<file path="config.mk">
export PLATFORM = sky130hd
export DESIGN_NAME = player_hit_edge_detect
export DESIGN_NICKNAME = d
export VERILOG_FILES = /design/src/rtl/player_hit_edge_detect.sv
export SDC_FILE = /design/constraint.sdc
export NUM_CORES = 1
export LEC_CHECK = 0
export ABC_AREA = 1
export BUFFER_PORTS_ARGS = -buffer_cell sky130_fd_sc_hd__buf_2
export CAP_MARGIN = 20
export CORE_UTILIZATION = 50
export DETAILED_ROUTE_END_ITERATION = 8
export PLACE_DENSITY = 0.78
export SLEW_MARGIN = 20
export SYNTH_ARGS = -nofsm -noshare
export SYNTH_HDL_FRONTEND = slang
export SYNTH_SLANG_ARGS = --single-unit
</file>
<file path="constraint.sdc">
create_clock -name clk -period 1.8 [get_ports clk]
set_clock_uncertainty 0.2 [all_clocks]
set_input_delay 0.36 -clock clk [delete_from_list [all_inputs] [get_ports clk]]
set_output_delay 0.36 -clock clk [all_outputs]
set_load 0.02 [all_outputs]
</file>
<file path="src/rtl/player_hit_edge_detect.sv">
`default_nettype none
// player_hit_edge_detect: classifies player/wall overlaps by sprite edge band,
// pulses per hit one clock later, and publishes per-frame hit summaries.
module player_hit_edge_detect #(
    parameter int OBJECT_WIDTH_X = 32,
    parameter int OBJECT_HIGHT_Y = 32,
    parameter int EDGE_W         = 4
) (
    input  logic               clk,
    input  logic               resetN,
    input  logic               startOfFrame,
    input  logic               game_on,
    input  logic [10:0]        pixelX,
    input  logic [10:0]        pixelY,
    input  logic signed [10:0] topLeftX,
    input  logic signed [10:0] topLeftY,
    input  logic               playerDR,
    input  logic               wallDR,
    output logic               column_collision,
    output logic [3:0]         HitEdgeCode,
    output logic [3:0]         first_hit_code,
    output logic [3:0]         frame_hit_code,
    output logic [7:0]         hit_count
);

    typedef enum logic [1:0] {
        IDLE_ST  = 2'd0,
        SCAN_ST  = 2'd1,
        LATCH_ST = 2'd2
    } state_t;

    localparam logic signed [11:0] WIDTH_S  = 12'(OBJECT_WIDTH_X);
    localparam logic signed [11:0] HEIGHT_S = 12'(OBJECT_HIGHT_Y);
    localparam logic signed [11:0] EDGE_S   = 12'(EDGE_W);
    localparam logic signed [11:0] RIGHT_S  = 12'(OBJECT_WIDTH_X - EDGE_W);
    localparam logic signed [11:0] BOTTOM_S = 12'(OBJECT_HIGHT_Y - EDGE_W);

    state_t             state;
    state_t             next_state;
    logic signed [11:0] ox;
    logic signed [11:0] oy;
    logic               overlap;
    logic [3:0]         code;
    logic [3:0]         pipe_code;
    logic               hit;
    logic [3:0]         acc_code;
    logic [7:0]         acc_count;

    // 12-bit signed offsets: off-screen sprite origins still give true offsets
    assign ox = $signed({1'b0, pixelX}) - $signed({topLeftX[10], topLeftX});
    assign oy = $signed({1'b0, pixelY}) - $signed({topLeftY[10], topLeftY});

    assign overlap = playerDR && wallDR && game_on
                     && !ox[11] && (ox < WIDTH_S)
                     && !oy[11] && (oy < HEIGHT_S);

    always_comb begin
        code = 4'b0000;
        if (overlap) begin
            code[3] = (ox < EDGE_S);
            code[2] = (oy < EDGE_S);
            code[1] = (ox >= RIGHT_S);
            code[0] = (oy >= BOTTOM_S);
        end
    end

    always_ff @(posedge clk or negedge resetN) begin
        if (!resetN) begin
            pipe_code <= 4'b0000;
        end else begin
            pipe_code <= code;
        end
    end

    assign hit              = (state != IDLE_ST) && (pipe_code != 4'b0000);
    assign column_collision = hit;
    assign HitEdgeCode      = hit ? pipe_code : 4'b0000;

    always_ff @(posedge clk or negedge resetN) begin
        if (!resetN) begin
            state <= IDLE_ST;
        end else begin
            state <= next_state;
        end
    end

    always_comb begin
        next_state = state;
        case (state)
            IDLE_ST:  if (startOfFrame && game_on) next_state = SCAN_ST;
            SCAN_ST: begin
                if (!game_on)          next_state = IDLE_ST;
                else if (startOfFrame) next_state = LATCH_ST;
            end
            LATCH_ST: next_state = game_on ? SCAN_ST : IDLE_ST;
            default:  next_state = IDLE_ST;
        endcase
    end

    // A hit visible on the boundary cycle opens the new frame's accumulation
    always_ff @(posedge clk or negedge resetN) begin
        if (!resetN) begin
            acc_code       <= 4'b0000;
            acc_count      <= 8'd0;
            first_hit_code <= 4'b0000;
            frame_hit_code <= 4'b0000;
            hit_count      <= 8'd0;
        end else begin
            if (state == SCAN_ST && startOfFrame) begin
                frame_hit_code <= acc_code;
                hit_count      <= acc_count;
            end
            if (next_state == IDLE_ST) begin
                acc_code       <= 4'b0000;
                acc_count      <= 8'd0;
                first_hit_code <= 4'b0000;
            end else if (state == SCAN_ST && startOfFrame) begin
                acc_code       <= HitEdgeCode;
                acc_count      <= {7'd0, hit};
                first_hit_code <= HitEdgeCode;
            end else if (hit) begin
                acc_code <= acc_code | pipe_code;
                if (acc_count != 8'hFF) begin
                    acc_count <= acc_count + 8'd1;
                end
                if (first_hit_code == 4'b0000) begin
                    first_hit_code <= pipe_code;
                end
            end
        end
    end

endmodule
`default_nettype wire

</file>
==> results.txt <==
Clk Latency, worst-skew pair: 290 ps
# fillers: 437
Reg2reg start: state[0]
P&R area growth vs syn: 44.5%
WL/cell: 13.0 microns
Final GP Congestion: 0.896
Final WS setup: -137 ps
Layout Nets: 683
Number of max-cap violations: 0
Crit path from: pixelY[0]
Initial Utilization: 0.517
Vias per cell: 5.24
Slew Limit Fails: 0
Outcome: finished with violations
Max Buffers Root-to-Sink: 2
DP Wirelength: 5920 microns
Layout cells sized above 1: 0.376
Die width: 80.2 microns
Grt total ovfl: 0
Path type of the worst setup path: input pin to flop
Unrepaired setup endpoints after global routing: yes
Number of remaining DRC errors: 1
Headroom to the max-slew limit: 0.716
Syn Nets: 549
Post-synth top flop: dfrtp_1
Most frequent cells in the layout: nand2_1 (129), inv_1 (93), buf_2 (64)
Leakage: 2.45 nW
DR iter-0 viols: 302
Synth Register Bits: 34
First-pass detailed-route iteration total: 8
Worst VDD drop: 0.000447 V
Sequential cell area: 851 sq um
CP max stage delay: 350 ps
Row cnt: 28
Worst slew pin tran: 424 ps
Via count: 3,583
FFs w/ async S/R, synth: 1.00
Final period util: 1.08
Synth Warn #: 0
Core area: 5920 sq um
Top cells by area, synth: dfrtp_1 (28%), nand2_1 (17%), inv_1 (12%)
Root Buffer: clkbuf_8
ANT cells: 0
Port bufs: 70
Multi-input gate area: 2110 sq um
Clock-pin slew on the worst setup and hold paths: 60 ps
Min-Delay Path Class: input pin to flop
Final setup viols: 12
Die area: 6440 sq um
Post-synth EDFFs: 0
Seq/Total Area, Yosys: 0.278
Cells after synthesis: 474
CTS tree: done
Synth Cell Area: 3060 sq um
Total CTS buffers: 5
Synth top area share: 0.278
CP cell instances: buf_8 > inv_8 > ha_4 > fa_2 > inv_2 > nand2_2 > nand2_4 > nand3_4 > nand2_2 > nand2_1 > nand2_1 > nand2_1 > nor2_2 > nand3_2 > nor2_2 > nand2_2 > nor2_1
Mapped Avg Cell Area: 6.45 sq um
CP max FO: 4
Failing checks: design-rule violations, negative setup slack
Tmin final: 1940 ps
Cell area after layout: 4420 sq um
Initial antenna violation count: 0
Fmax: 516 MHz
IO Pins: 71
Post-synth cell types: 30
CP max stage cell: fa_2
Chip height: 80.2 microns
Pin count of the biggest net entering global routing: 20
Area after DPL: 3840 sq um
Worst hold start: game_on
Total GRT Usage: 0.248
Final wirelength: 8900 microns
Most common cell after layout, fill and taps aside: nand2_1
Critical path capture point type: flop
PD cells: 515 nW/um^2
Clk sink count: 34
Worst Path Required: 1820 ps
CP Launch Type: input pin
ANT nets after route: 0
Place WS: -531 ps
H-tree lvl count: 2
First-pass GRT wire length: 12,600 microns
Critical path arrival: 1960 ps
Final Hold Fails: 0
Synth area leader: dfrtp_1
Vias in the first global route: 3,211
Total power: 2.28 mW
==> logic make-up (layout without fill, tap and decap cells) <==
group,count (synthesis),in the layout,share of synthesized area
AOI/OAI and AO/OA,51,51,0.103
and+or+nand+nor,249,249,0.355
adders and majority gates,25,25,0.107
DFF,34,34,0.278
buffers and inverters,108,243,0.137
xor gates and xnor gates,7,7,0.0200
==> layer usage <==
layer  GRT usage  share of wire  up-vias
met2       0.479           0.52      161
met3      0.0420          0.051       46
li1            -              -     1741
met1       0.275           0.39     1635
met4      0.0661          0.036        0
met5           0              0        -
==> cell type report <==
type,count,share of cell area
multi-input combinational,332,0.478
timing repair buffer,131,0.197
sequential,34,0.193
inverter,104,0.0900
tap,75,0.0212
clock buffer,7,0.0195
clock inverter,1,0.00113
==> cells in the mapped netlist, types with 2 or more instances <==
library cell	number
a21oi_1	15
a21oi_2	3
buf_6	2
clkbuf_1	2
dfrtp_1	34
fa_1	2
ha_1	23
inv_1	100
inv_2	4
nand2_1	142
nand2_2	6
nand3_1	30
nand3_2	6
nand3b_1	4
nand4_1	11
nor2_1	42
nor2_2	6
nor3_1	2
o21a_1	2
o21ai_0	21
o21ai_1	2
o21ai_2	2
xnor2_1	2
xor2_1	5
==> stage by stage <==
stage | utilization | setup TNS (ps) | hold slack [ps] | std cells
CTS | 0.709 | -652 | 198 | 678
detailed placement | 0.649 | -2290 | 95.4 | 659
floorplan | - | -1050 | -136 | 474
global route | 0.746 | -2350 | 218 | 684
finish | 0.746 | -916 | 202 | 684
global placement | 0.649 | -1960 | 90.5 | 659
==> critical path, delay by kind of cell <==
family / cells / cell delay (ps)
adder cells (fa/ha/maj): 2 / 500
buffers and inverters: 3 / 180
AND/OR/NAND/NOR: 12 / 930
==> sequential cells by signal (all words and copies together) (netlist names) <==
name            flops
acc_count           8
hit_count           8
acc_code            4
first_hit_code      4
frame_hit_code      4
pipe_code           4
state               2
==> path summary, 6_finish.rpt <==
kind                                endpoint  slack [ps]  cells past startpoint
max                             pipe_code[1]        -140                     17
min                                 state[1]         200                      3
max reg2reg                     acc_count[6]         -60                      8
min reg2reg                     hit_count[2]         270                      2
max in group asynchronous       acc_count[4]         640                      3
min in group asynchronous  first_hit_code[0]         330                      2
==> timing repair <==
| action | 4_1_cts | 5_1_grt |
|---|---|---|
| pin swaps | 22 | 12 |
| hold buffers | 1 | 0 |
| gates cloned | 0 | 0 |
| endpoints found under the setup margin | 16 | 21 |
| setup buffers | 10 | 6 |
| gates resized for setup | 45 | 43 |
| endpoints found under the hold margin | 15 | 0 |
==> report_power, final <==
part | internal (mW) | switching (mW) | total, mW
Clock | 0.308 | 0.268 | 0.576
Combinational | 0.399 | 0.517 | 0.915
Sequential | 0.774 | 0.00986 | 0.784
(Power assumes the default switching activity.)
